<file path="src/rtl/mccpu_ctrl.sv">
// Multi-cycle MIPS control sequencer: one state per instruction phase, driving the
// shared ALU, register file, PC and unified memory port, with a memory-wait timeout.
module mccpu_ctrl #(
   parameter int WAIT_W     = 4,
   parameter int WAIT_LIMIT = 15
) (
   input  logic       clk,
   input  logic       reset,
   input  logic [5:0] op,
   input  logic [5:0] funct,
   input  logic       zero,
   input  logic       mem_ready,
   output logic       PCWrite,
   output logic       IRWrite,
   output logic       RegWrite,
   output logic       MemRead,
   output logic       MemWrite,
   output logic       IorD,
   output logic       ALU_A,
   output logic       ALUSrc,
   output logic [4:0] ALUOp,
   output logic [1:0] NPCOp,
   output logic       EXTOp,
   output logic [1:0] GPRSel,
   output logic [1:0] WDSel,
   output logic       instr_done,
   output logic       bus_err,
   output logic       illegal,
   output logic [2:0] state
);

   typedef enum logic [2:0] {
      FETCH  = 3'd0,
      DECODE = 3'd1,
      EXEC   = 3'd2,
      MEM    = 3'd3,
      WB_ALU = 3'd4,
      WB_MEM = 3'd5
   } state_e;

   localparam logic [5:0] OP_RTYPE = 6'h00, OP_J   = 6'h02, OP_JAL = 6'h03,
                          OP_BEQ   = 6'h04, OP_BNE = 6'h05, OP_ADDI = 6'h08,
                          OP_ORI   = 6'h0D, OP_LUI = 6'h0F, OP_LW  = 6'h23,
                          OP_SW    = 6'h2B;
   localparam logic [5:0] FN_SLL = 6'h00, FN_SRL = 6'h02, FN_JR  = 6'h08,
                          FN_ADD = 6'h20, FN_SUB = 6'h22, FN_AND = 6'h24,
                          FN_OR  = 6'h25, FN_SLT = 6'h2A;
   localparam logic [4:0] ALU_NONE = 5'b00000, ALU_ADD = 5'b00001, ALU_SUB = 5'b00010,
                          ALU_AND  = 5'b00011, ALU_OR  = 5'b00100, ALU_SLT = 5'b00101,
                          ALU_SLL  = 5'b01000, ALU_LUI = 5'b01001, ALU_SRL = 5'b01010;
   localparam logic [1:0] NPC_PLUS4 = 2'b00, NPC_BRANCH = 2'b01, NPC_JUMP = 2'b10, NPC_JR = 2'b11;
   localparam logic [WAIT_W-1:0] WAIT_LAST = WAIT_W'(WAIT_LIMIT - 1);

   state_e            state_q, state_d;
   logic [WAIT_W-1:0] waitCnt_q, waitCnt_d;

   logic       isRType, isLw, isSw, isBeq, isBne, isJump, isJal, isJr;
   logic       legal, useImm, signExt, useShamt, timeout;
   logic [4:0] aluCode;

   assign isRType = (op == OP_RTYPE);
   assign isLw    = (op == OP_LW);
   assign isSw    = (op == OP_SW);
   assign isBeq   = (op == OP_BEQ);
   assign isBne   = (op == OP_BNE);
   assign isJal   = (op == OP_JAL);
   assign isJump  = (op == OP_J) || isJal;
   assign isJr    = isRType && (funct == FN_JR);
   assign timeout = !mem_ready && (waitCnt_q == WAIT_LAST);
   assign state   = state_q;

   // Instruction-field decode shared by DECODE (legality) and EXEC (ALU setup).
   always_comb begin
      aluCode  = ALU_NONE;
      useImm   = 1'b0;
      signExt  = 1'b0;
      useShamt = 1'b0;
      legal    = 1'b1;
      case (op)
         OP_RTYPE: begin
            case (funct)
               FN_ADD:  aluCode = ALU_ADD;
               FN_SUB:  aluCode = ALU_SUB;
               FN_AND:  aluCode = ALU_AND;
               FN_OR:   aluCode = ALU_OR;
               FN_SLT:  aluCode = ALU_SLT;
               FN_SLL:  begin aluCode = ALU_SLL; useShamt = 1'b1; end
               FN_SRL:  begin aluCode = ALU_SRL; useShamt = 1'b1; end
               FN_JR:   aluCode = ALU_NONE;
               default: legal = 1'b0;
            endcase
         end
         OP_J, OP_JAL:     aluCode = ALU_NONE;
         OP_BEQ, OP_BNE:   begin aluCode = ALU_SUB; signExt = 1'b1; end
         OP_ADDI:          begin aluCode = ALU_ADD; useImm = 1'b1; signExt = 1'b1; end
         OP_ORI:           begin aluCode = ALU_OR;  useImm = 1'b1; end
         OP_LUI:           begin aluCode = ALU_LUI; useImm = 1'b1; end
         OP_LW, OP_SW:     begin aluCode = ALU_ADD; useImm = 1'b1; signExt = 1'b1; end
         default:          legal = 1'b0;
      endcase
   end

   // Next-state and control decode; the wait counter only survives while a memory
   // state keeps waiting, so any exit (or timeout) leaves it cleared for the next entry.
   always_comb begin
      state_d    = state_q;
      waitCnt_d  = '0;
      PCWrite    = 1'b0;
      IRWrite    = 1'b0;
      RegWrite   = 1'b0;
      MemRead    = 1'b0;
      MemWrite   = 1'b0;
      IorD       = 1'b0;
      ALU_A      = 1'b0;
      ALUSrc     = 1'b0;
      ALUOp      = ALU_NONE;
      NPCOp      = NPC_PLUS4;
      EXTOp      = 1'b0;
      GPRSel     = 2'b00;
      WDSel      = 2'b00;
      instr_done = 1'b0;
      bus_err    = 1'b0;
      illegal    = 1'b0;
      case (state_q)
         FETCH: begin
            MemRead = 1'b1;
            if (mem_ready) begin
               IRWrite = 1'b1;
               PCWrite = 1'b1;
               state_d = DECODE;
            end else if (timeout) begin
               bus_err = 1'b1;
               state_d = FETCH;
            end else begin
               waitCnt_d = waitCnt_q + 1'b1;
            end
         end
         DECODE: begin
            state_d = FETCH;
            if (!legal) begin
               illegal    = 1'b1;
               instr_done = 1'b1;
            end else if (isJump) begin
               PCWrite    = 1'b1;
               NPCOp      = NPC_JUMP;
               instr_done = 1'b1;
               if (isJal) begin
                  RegWrite = 1'b1;
                  GPRSel   = 2'b10;
                  WDSel    = 2'b10;
               end
            end else if (isJr) begin
               PCWrite    = 1'b1;
               NPCOp      = NPC_JR;
               instr_done = 1'b1;
            end else begin
               state_d = EXEC;
            end
         end
         EXEC: begin
            ALUOp  = aluCode;
            ALUSrc = useImm;
            EXTOp  = signExt;
            ALU_A  = useShamt;
            if (isLw || isSw) begin
               state_d = MEM;
            end else if (isBeq || isBne) begin
               NPCOp      = NPC_BRANCH;
               PCWrite    = isBeq ? zero : ~zero;
               instr_done = 1'b1;
               state_d    = FETCH;
            end else begin
               state_d = WB_ALU;
            end
         end
         MEM: begin
            IorD     = 1'b1;
            MemRead  = isLw;
            MemWrite = isSw;
            if (mem_ready) begin
               if (isLw) begin
                  state_d = WB_MEM;
               end else begin
                  instr_done = 1'b1;
                  state_d    = FETCH;
               end
            end else if (timeout) begin
               bus_err = 1'b1;
               state_d = FETCH;
            end else begin
               waitCnt_d = waitCnt_q + 1'b1;
            end
         end
         WB_ALU: begin
            RegWrite   = 1'b1;
            GPRSel     = isRType ? 2'b00 : 2'b01;
            instr_done = 1'b1;
            state_d    = FETCH;
         end
         WB_MEM: begin
            RegWrite   = 1'b1;
            WDSel      = 2'b01;
            GPRSel     = 2'b01;
            instr_done = 1'b1;
            state_d    = FETCH;
         end
         default: state_d = FETCH;
      endcase
      if (reset) begin
         PCWrite    = 1'b0;
         IRWrite    = 1'b0;
         RegWrite   = 1'b0;
         MemRead    = 1'b0;
         MemWrite   = 1'b0;
         IorD       = 1'b0;
         ALU_A      = 1'b0;
         ALUSrc     = 1'b0;
         ALUOp      = ALU_NONE;
         NPCOp      = NPC_PLUS4;
         EXTOp      = 1'b0;
         GPRSel     = 2'b00;
         WDSel      = 2'b00;
         instr_done = 1'b0;
         bus_err    = 1'b0;
         illegal    = 1'b0;
      end
   end

   always_ff @(posedge clk) begin
      if (reset) begin
         state_q   <= FETCH;
         waitCnt_q <= '0;
      end else begin
         state_q   <= state_d;
         waitCnt_q <= waitCnt_d;
      end
   end

endmodule

</file>
<file path="config.mk">
export PLATFORM = sky130hd
export DESIGN_NAME = mccpu_ctrl
export DESIGN_NICKNAME = d
export VERILOG_FILES = /design/src/rtl/mccpu_ctrl.sv
export SDC_FILE = /design/constraint.sdc
export NUM_CORES = 1
export LEC_CHECK = 0
export ABC_AREA = 1
export CAP_MARGIN = 20
export CORE_ASPECT_RATIO = 1.4
export CORE_MARGIN = 2
export CORE_UTILIZATION = 30
export CTS_CLUSTER_DIAMETER = 30
export DETAILED_ROUTE_END_ITERATION = 16
export PLACE_DENSITY = 0.67
export SYNTH_ARGS = -nofsm -noshare
export SYNTH_HDL_FRONTEND = slang
export SYNTH_SLANG_ARGS = --single-unit
</file>
<file path="constraint.sdc">
create_clock -name clk -period 1.8 [get_ports clk]
set_input_delay 0.27 -clock clk [delete_from_list [all_inputs] [get_ports clk]]
set_output_delay 0.27 -clock clk [all_outputs]
set_load 0.02 [all_outputs]
</file>
# Yosys cells after proc, flatten, opt, wreduce, memory -nomap -nowiden
# Index checks and enable logic that the tools add are counted.
[op_classes]
mux = 77
bitwise = 2
eq_ne = 22
addsub = 1
n_reduce_logical = 19
[ops]
columns = ["operator", "n"]
rows = [
  ["$mux W1", 46],
  ["$eq A6 B6 Y1 const B", 7],
  ["$pmux W4 S7", 1],
  ["$eq A6 B4 Y1 const B", 4],
  ["$mux W2", 12],
  ["$pmux W4 S5", 1],
  ["$eq A6 B2 Y1 const B", 3],
  ["$mux W3", 6],
  ["$eq A6 B3 Y1 const B", 2],
  ["$logic_not A6 Y1", 2],
  ["$pmux W3 S4", 1],
  ["$mux W5", 2],
  ["$reduce_or A5 Y1", 2],
  ["$reduce_or A9 Y1", 1],
  ["$pmux W2 S2", 2],
  ["$reduce_or A2 Y1", 4],
  ["$reduce_or A8 Y1", 1],
  ["$eq A3 B2 Y1 const B", 2],
  ["$eq A3 B3 Y1 const B", 2],
  ["$pmux W1 S2", 3],
  ["$pmux W2 S3", 1],
  ["$add A4 B1 Y4 const B", 1],
  ["$eq A4 B4 Y1 const B", 1],
  ["$pmux W1 S4", 1],
  ["other kinds (9)", 13],
]
[word_totals]
inputBits = 16
regBits = 7
out_inout_bits = 26
wordCells = 123

# Logic depth before layout (Yosys ltp)
# Gate-level depths: netlist of run 1.
[depth]
depth_word = 7
ltp_mapped = 11
ltp_nobuf = 11

# Worst setup path before layout of run 1
# OpenSTA, ideal clock, no wires.
[synth_timing]
path_type = "flip-flop to output port"
from = "reg state_q[1], in the netlist state[1]"
to = "out MemWrite"
arrival_time_ns = 1.942
stages_incl_launch_ff = 7
setup_slack_ns = -0.412
n_path_buf = 0
required_time_ns = 1.530
cell_sequence = "dfxtp_1 > inv_1 > nor3_4 > inv_1 > nor2_1 > nand2_1 > nor4_1"
[synth_between]
elab_chain_cells = 3
[synth_lines]
columns = ["item", "line", "text"]
rows = [
  ["start, declared", "54", "state_e state_q, state_d;"],
  ["start signal, assigned", "234", "state_q <= state_d;"],
  ["$eq A3 B2 Y1", "124", "case (state_q)"],
  ["$mux W1", "124", ""],
  ["$mux W1", "209", "if (reset) begin"],
  ["end, declared", "17", "output logic MemWrite,"],
]
# No other way between the ends.

# Worst setup path in the final report of run 1
[layout_timing]
from = "reg state_q[1], in the netlist state[1]"
to = "out ALUOp[2]"
[layout_between]
elab_chain_cells = 3
[layout_lines]
columns = ["item", "line", "text"]
rows = [
  ["$eq A3 B2 Y1", "124", ""],
  ["$mux W5", "124", ""],
  ["$mux W5", "209", ""],
  ["end, declared", "21", "output logic [4:0] ALUOp,"],
]
# No other way between the ends.

==> metrics.md, run 1 <==
| Metric | Value |
|---|---|
| RSZ-0062 raised after global routing | yes |
| Num ports | 42 |
| Data required time of the worst path | 1530 ps |
| Period utilization | 101.5% |
| Async SR Flop Fraction | 0% |
| Synth top area share | 15.62% |
| Worst-path fanout max | 3 |
| Vias in the first global route | 1344 |
| Synthesized net count | 185 |
| Dominant cells by area after synthesis | nor2_1 (16%), dfxtp_1 (15%), inv_1 (13%) |
| Core footprint | 2878 sq um |
| FF-to-FF Start | state[2] |
| Die Area | 3508 sq um |
| Inserted Diodes | 0 |
| Avg Inst Size Synth | 5.469 sq um |
| Cell area after synthesis | 913.4 sq um |
| Metal1 wirelength | 1279 microns |
| DR pass1 iterations | 4 |
| Critical path class | register to primary output |
| Sink Count | 7 |
| Dominant cell by count in the synthesized netlist | nor2_1 |
| Final Hold Fails | 0 |
| # H-tree levels | 1 |
| R2r setup slk | 440 ps |
| Setup TNS | -42.59 ps |
| CTS Buf Count | 3 |
| Die height | 69.29 microns |
| IO Port Bufs | 40 |
| DR WL/cell | 11.44 microns |
| Static leakage | 0.9507 nW |
| Worst Hold Class | register to register |
| Hpwl dp | 2423 microns |
| Finished Cell Area | 1961 sq um |
| Residual DRC count | 0 |
| CTS tree | done |
| Met3 WL | 146 microns |
| FF+latch area | 146.4 sq um |
| Maximum VDD drop | 0.0006332 V |
| CTS Hold Bufs | 0 |
| Crit path arrival time | 1560 ps |
| R2R cell count | 8 |
| Clock tree buffer depth | 2 |
| Dominant synthesized flop cell | dfxtp_1 |
| Clk_lat worst skew | 220 ps |
| Area of the multi-input gates | 880.8 sq um |
| Worst hold path depth | 2 |
| Pin count of the biggest net entering global routing | 6 |
| Compound-gate portion of the synthesized area | 13.01% |
| Min-delay src | waitCnt_q[0] |
| Layout Nets | 280 |
| Synth cell count leaders | nor2_1 (38), inv_1 (31), nand2_1 (24) |
| Row count | 23 |
| Status | finished with violations |
| Layout cells sized above 1 | 58.62% |
| GRT Total Usage | 18.53% |
| Skew final | 4.033 ps |
| Final setup margin | -27.85 ps |
| Worst R2R End | state[2] |
| Post-synthesis simple-gate area fraction | 50.82% |
| Starting Density | 31.74% |
| Drt first-iter violations | 17 |
| Hold Slack | 515.0 ps |
| Max Cap Viol | 0 |
| Area leader, netlist | nor2_1 |
| PD cells | 329.7 nW/um^2 |
| Adder-cell share of the synthesized area | 2.740% |
| Final setup viols | 2 |
| Clk slew on worst S/H paths | 40 ps |
| Fmax | 547.1 MHz |
| Placed inst area | 1705 sq um |
| Sequential share of the synthesized area | 15.34% |
| Antenna-violating nets left | 0 |
| First-pass GRT wire length | 5313 microns |
| YS warnings | 0 |
| Violated checks | setup timing |
| FILL cells | 248 |
| Largest family of logic cells by synthesized area | simple AND/OR/NAND/NOR gates |
| CP startpoint kind | register |
| Min Tclk post-route | 1828 ps |
| Number of flops mapped to enable cells by yosys | 0 |
| Via-per-instance ratio | 4.755 |
| DR top layer | met4 |
| Synth Register Bits | 7 |
| CP endpoint kind | primary output |
| Post-synthesis cell count | 167 |
| GP Congestion | 0.8422 |
| XOR/XNOR Fraction of Synth Area | 2.877% |
| Initial antenna violation count | 0 |
| Via Count | 1417 |
| Worst Hold End | waitCnt_q[0] |
| Grt ovf | 0 |
| Netlist cell types | 28 |
| Slew Viols, Final | 0 |
| DRT Wirelength | 3410 microns |
| Multiplexer share of the synthesized area | 0% |
| Area growth syn-to-layout | 114.7% |
| Metal2 WL | 1928 microns |
| Die W | 50.64 microns |
| Root Buffer | clkbuf_8 |
## metrics by stage
step	util (%)	cells	power (mW)	setup WS [ps]
final	68.13	298	0.6463	-27.85
after CTS	63.22	296	0.6181	1.093
after floorplan	-	167	0.2659	3.549
after global placement	59.26	284	0.3888	-772.0
after detailed placement	59.26	284	0.3916	-799.1
after global routing	68.13	298	0.6824	-107.5
## critical path: stages, from the launching register on
cell     delay (ps)
dfxtp_2         320
inv_2            60
nor3_4          190
inv_2            80
nor2_4          140
inv_4            70
a21oi_4         150
nor2_4           60
a21oi_2         110
buf_4           150
## final cells by class
class                      count  area share [%]
multi-input combinational    125           44.93
timing repair buffer          92           36.50
sequential                     7           7.466
inverter                      33           6.445
tap                           37           2.361
clock buffer                   4           2.297
## layer usage
layer / GRT usage (%) / vias up
met2: 37.28 / 47
met4: 2.102 / 0
li1: - / 719
met1: 19.92 / 643
met5: 0 / -
met3: 2.802 / 8
## repair_timing
action / in CTS / in global routing
pin swaps: 24 / 21
gates resized for setup: 163 / 60
endpoints found under the setup margin: 22 / 21
buffers inserted: 8 / 2
cloned: 0 / 0
## how the worst max path moves through the flow
stage,cells after the start,start,to
after CTS,10,op[0],illegal
after detailed placement,11,op[5],illegal
after floorplan,6,state[0],PCWrite
after global placement,10,op[1],RegWrite
after global routing,9,state[1],ALUOp[3]
final,9,state[1],ALUOp[2]
## flip-flops by register name, indices dropped and copies added (netlist names)
register,flops
waitCnt_q,4
state,3
## where the power goes
group | internal (mW) | switching, mW | total [mW]
clock | 0.153 | 0.0613 | 0.214
sequential | 0.161 | 0.00521 | 0.166
combinational | 0.124 | 0.142 | 0.266
## logic make-up (layout without fill, tap and decap cells)
group                      after synthesis  in the layout
other                                    1              1
AOI/OAI and AO/OA                       19             19
and+or+nand+nor                        100            100
buffers and inverters                   35            129
adders and majority gates                2              2
DFF                                      7              7
xor gates and xnor gates                 3              3
## cell usage in the layout (no fill, tap or decap), types with 3 or more instances in the layout
cell | synthesis | routed
nand2_1 | 24 | 17
nand3_2 | 1 | 9
buf_2 | 0 | 8
o21ai_2 | 2 | 3
buf_4 | 1 | 63
nor2_2 | 5 | 6
a21oi_1 | 10 | 6
a21oi_2 | 2 | 4
nor2_1 | 38 | 23
clkdlybuf4s50_1 | 0 | 5
nand4_1 | 3 | 3
inv_2 | 2 | 8
clkbuf_8 | 0 | 3
clkbuf_2 | 0 | 3
inv_1 | 31 | 24
nor2_4 | 0 | 14
nand2_2 | 2 | 9
nor3_1 | 5 | 3
dfxtp_1 | 7 | 4
nor3_2 | 2 | 3
buf_6 | 0 | 9
nand3_1 | 17 | 8
Note: power is estimated with default switching activity, not from simulation.
==> run 2, diff against run 1 <==
- CORE_UTILIZATION: 30 -> 35
- PLACE_DENSITY: 0.67 -> 0.76
==> run 2 against run 1 <==
Against the previous run: the run still ends with setup timing left; register-to-register slack worse by 100 ps; utilization up 15 points; setup slack worse by 45 ps; wire length up 34%; cell count up 2.0%; via count increased by 12%; largest cell class unchanged.
==> metrics.md, run 2 (synthesis gave the netlist of run 1 again) <==
| Metric | Value |
|---|---|
| Final setup viols | 6 |
| Die height | 64.45 microns |
| Violated checks | setup timing |
| RSZ-0062 raised after global routing | yes |
| Max FFs per register | 4 |
| Clk slew on worst S/H paths | 60 ps |
| Slew Viols, Final | 0 |
| Vias in the first global route | 1526 |
| Drt first-iter violations | 52 |
| Hold Slack | 468.7 ps |
| Row count | 21 |
| Pin count of the biggest net entering global routing | 9 |
| Critical path class | register to primary output |
| Worst-path fanout max | 4 |
| Crit path max-delay cell type | dfxtp_2 |
| Num ports | 42 |
| Max incr delay on CP | 390 ps |
| Initial antenna violation count | 0 |
| Skew final | 12.39 ps |
| Clk pwr share | 24.5% |
| Crit path arrival time | 1600 ps |
| Antenna-violating nets left | 0 |
| Most common cell after layout, fill and taps aside | buf_4 |
| Status | finished with violations |
| IO Port Bufs | 40 |
| Largest reg by FF count | waitCnt_q |
| Switching share of power | 38.00% |
| CTS Hold Bufs | 0 |
| GRT Total Usage | 26.73% |
| CTS tree | done |
| Sequential Power Share | 27.6% |
| FILL cells | 141 |
| PD cells | 297.7 nW/um^2 |
| Maximum VDD drop | 0.0004781 V |
| Die Area | 3040 sq um |
| Grt ovf | 0 |
| Sink Count | 7 |
| P_int | 0.3746 mW |
| Clk_lat worst skew | 260 ps |
| CP endpoint kind | primary output |
| Residual DRC count | 0 |
| Via-per-instance ratio | 5.217 |
| # H-tree levels | 1 |
| Layout cells sized above 1 | 62.96% |
| DRT Wirelength | 4564 microns |
| Layout Nets | 289 |
| DR WL/cell | 15.01 microns |
| CP startpoint kind | register |
| Hpwl dp | 2596 microns |
| Logic pwr share | 47.9% |
| Post-Layout Cell Count | 304 |
| Period utilization | 104.0% |
| CP Cell Sequence | inv_1 > nor3_4 > buf_6 > inv_4 > nor2_4 > nand2_2 > nor4_4 > buf_4 |
| Clock tree buffer depth | 2 |
| First-pass GRT wire length | 6085 microns |
| Via Count | 1586 |
| Final setup margin | -72.63 ps |
| Inserted Diodes | 0 |
| Final Hold Fails | 0 |
| GP Congestion | 0.9207 |
| Worst Hold Class | register to register |
| CTS Buf Count | 3 |
| DR pass1 iterations | 4 |
| Die W | 47.18 microns |
| Core footprint | 2444 sq um |
| Starting Density | 37.38% |
| Most frequent cells in the layout | buf_4 (72), inv_1 (22), nor2_1 (21), nand2_1 (18) |
| Max Cap Viol | 0 |
| Static leakage | 0.9973 nW |
| Data required time of the worst path | 1530 ps |
| Area growth syn-to-layout | 122.2% |
| Min Tclk post-route | 1873 ps |
| Fmax | 534.0 MHz |
| Placed insts | 279 |
| Root Buffer | clkbuf_4 |
| Switch Pwr | 0.2296 mW |
run 2: path summary, 6_finish.rpt:
| kind | endpoint | slack (ps) | cells past startpoint | start |
|---|---|---|---|---|
| setup reg to reg | state[2] | 340 | 8 | state[0] |
| setup / recovery | MemWrite | -70 | 8 | state[0] |
| hold reg to reg | waitCnt_q[0] | 470 | 1 | waitCnt_q[0] |
| hold / removal | waitCnt_q[0] | 470 | 1 | waitCnt_q[0] |
run 2: per-stage QoR:
| step | utilization [%] | setup slack (ps) | setup TNS (ps) | cell area, sq um | total power, mW |
|---|---|---|---|---|---|
| floorplan | - | 3.549 | 0 | 954.7 | 0.2659 |
| global placement | 69.02 | -737.0 | -12510 | 1687 | 0.3868 |
| detailed placement | 69.02 | -834.7 | -13360 | 1687 | 0.3957 |
| CTS | 76.80 | -127.3 | -401.5 | 1877 | 0.5617 |
| global route | 83.05 | -159.4 | -1495 | 2029 | 0.6351 |
| finish | 83.05 | -72.63 | -151.7 | 2029 | 0.6041 |
run 2: what timing repair did:
item,4_1_cts,5_1_grt
buffers inserted,18,3
setup endpoints to repair,22,24
hold endpoints to repair,0,0
pin swaps,21,16
resized for setup,168,67
run 2: layer usage:
layer	wire length (microns)	GRT usage, %
met3	274	5.571
met5	0	0
met2	2465	50.68
met1	1655	26.24
met4	169	9.722
run 2: final cells by class:
| class | count | area (sq um) | area share, % |
|---|---|---|---|
| Clock buffer | 4 | 26.28 | 1.295 |
| Inverter | 33 | 128.9 | 6.350 |
| Multi-Input combinational cell | 125 | 910.9 | 44.88 |
| Sequential cell | 7 | 143.9 | 7.090 |
| Tap cell | 34 | 42.54 | 2.096 |
| Timing Repair Buffer | 101 | 777.0 | 38.29 |
run 2: power by group through the flow:
stage / clock [mW] / combinational (mW) / sequential [mW]
4_1_cts: 0.146 / 0.250 / 0.165
2_1_floorplan: 0 / 0.0945 / 0.171
6_report: 0.148 / 0.289 / 0.167
3_3_place_gp: 0 / 0.219 / 0.168
5_1_grt: 0.162 / 0.305 / 0.167
3_5_place_dp: 0 / 0.227 / 0.168
run 2: critical path: cells and delay by family, from the launching register on:
family / cells / cell delay (ps)
flops: 1 / 390
simple gates: 4 / 490
buf+inv: 4 / 460
==> run 3, diff against run 2 <==
- CTS_BUF_LIST: not set -> sky130_fd_sc_hd__clkbuf_4
==> run 3 against run 2 <==
Against the previous run: the run still ends with setup timing left; worst hold slack got worse by 0.67 ps; non-clock buffer count unchanged; via count about the same; cell count is the same; combinational power barely moved; critical path depth stayed put; global-route usage is 0.054 points higher; fmax decreased by 0.28%; flip-flop and latch count is the same; clock skew up 2.6 ps; clock power is 12% higher; design area grew 0.18%; largest cell class unchanged.
==> metrics.md, run 3 (synthesis gave the netlist of run 1 again) <==
| Metric | Value |
|---|---|
| Skew final | 14.98 ps |
| First-pass GRT wire length | 6099 microns |
| DRT Wirelength | 4569 microns |
| Sink Count | 7 |
| Most common cell after layout, fill and taps aside | buf_4 |
| Worst hold path depth | 1 |
| DR pass1 iterations | 4 |
| Initial antenna violation count | 0 |
| GP Congestion | 0.9207 |
| Core footprint | 2444 sq um |
| FILL cells | 141 |
| Die Area | 3040 sq um |
| DR WL/cell | 15.03 microns |
| Final setup viols | 8 |
| Area of the multi-input gates | 910.9 sq um |
| Max Cap Viol | 0 |
| Hold Slack | 468.0 ps |
| Pin count of the biggest net entering global routing | 9 |
| R2r setup slk | 340 ps |
| Vias in the first global route | 1525 |
| Min-delay src | waitCnt_q[0] |
| Via-per-instance ratio | 5.214 |
| RSZ-0062 raised after global routing | yes |
| Antenna-violating nets left | 0 |
| Min Tclk post-route | 1878 ps |
| Most frequent cells in the layout | buf_4 (72), inv_1 (22), nor2_1 (21), nand2_1 (18) |
| Data required time of the worst path | 1530 ps |
| CTS Hold Bufs | 0 |
| IO Port Bufs | 40 |
| Clk slew on worst S/H paths | 60 ps |
| CP endpoint kind | primary output |
| Num ports | 42 |
| CTS tree | done |
| Maximum VDD drop | 0.0005505 V |
| Layout cells sized above 1 | 63.33% |
| Crit path arrival time | 1610 ps |
| Layout Nets | 289 |
| Drt first-iter violations | 51 |
| Max FFs per register | 4 |
| Period utilization | 104.3% |
| Area growth syn-to-layout | 122.6% |
| Die height | 64.45 microns |
| FF+latch area | 143.9 sq um |
| # H-tree levels | 1 |
| R2R cell count | 8 |
| Via Count | 1585 |
| Critical path class | register to primary output |
| GRT Total Usage | 26.79% |
| Violated checks | setup timing |
| Clock tree buffer depth | 2 |
| Slew Viols, Final | 0 |
| Static leakage | 1.001 nW |
| Grt ovf | 0 |
| Fmax | 532.5 MHz |
| Status | finished with violations |
| Clk_lat worst skew | 260 ps |
| Finished Cell Area | 2033 sq um |
| Row count | 21 |
| CTS Buf Count | 3 |
| Root Buffer | clkbuf_4 |
| Pwr Total | 0.6213 mW |
| Die W | 47.18 microns |
| Worst Hold Class | register to register |
| PD cells | 305.6 nW/um^2 |
| Largest reg by FF count | waitCnt_q |
| Placed inst area | 1687 sq um |
| CP startpoint kind | register |
| Final setup margin | -77.93 ps |
| Starting Density | 37.38% |
| Hpwl dp | 2596 microns |
| Worst-path fanout max | 4 |
| Worst Hold End | waitCnt_q[0] |
| Final Hold Fails | 0 |
| Worst R2R End | state[2] |
| Residual DRC count | 0 |
| Inserted Diodes | 0 |
| FF-to-FF Start | state[0] |
run 3: worst max-delay path by stage:
stage,start,endpoint,slack [ps],cells after the start
2_1_floorplan,state[0],PCWrite,4,6
3_3_place_gp,op[5],illegal,-740,11
3_5_place_dp,funct[1],NPCOp[0],-830,12
4_1_cts,state[1],PCWrite,-130,8
5_1_grt,state[1],PCWrite,-160,8
6_report,state[0],MemWrite,-80,8
run 3: repair_timing:
action,4_1_cts,5_1_grt
setup buffers,18,3
endpoints found under the hold margin,0,0
resized for setup,168,67
setup endpoints to repair,22,24
pin swaps,21,16
run 3: where the power goes:
group | internal (mW) | leakage, nW | switching [mW]
combinational | 0.129 | 0.924 | 0.160
sequential | 0.161 | 0.0582 | 0.00639
clock | 0.100 | 0.0184 | 0.0657
run 3: final cells by class:
type / count / share of cell area (%)
clock buffers: 4 / 1.477
inverters: 33 / 6.338
multi-input cells: 125 / 44.80
flip-flops and latches: 7 / 7.077
well taps: 34 / 2.092
repair buffers: 101 / 38.22
run 3: routing by layer:
metal | global-route usage (%) | vias up | part of all wire [%]
li1 | - | 737 | -
met1 | 26.42 | 733 | 36
met2 | 50.68 | 93 | 54
met3 | 5.571 | 22 | 6.5
met4 | 9.722 | 0 | 3.9
met5 | 0 | - | 0
run 3: through the flow:
step	utilization [%]	setup TNS [ps]	worst slack (ps)	instances
finish	83.21	-175.7	-77.93	304
floorplan	-	0	3.549	167
CTS	76.96	-401.5	-127.3	301
global placement	69.02	-12510	-737.0	279
detailed placement	69.02	-13360	-834.7	279
global route	83.21	-1495	-159.4	304
run 3: critical path, stage by stage, from the launching register on:
cell	delay [ps]
dfxtp_2	390
inv_1	110
nor3_4	190
buf_6	140
inv_4	40
nor2_4	120
nand2_2	70
nor4_4	110
buf_4	170
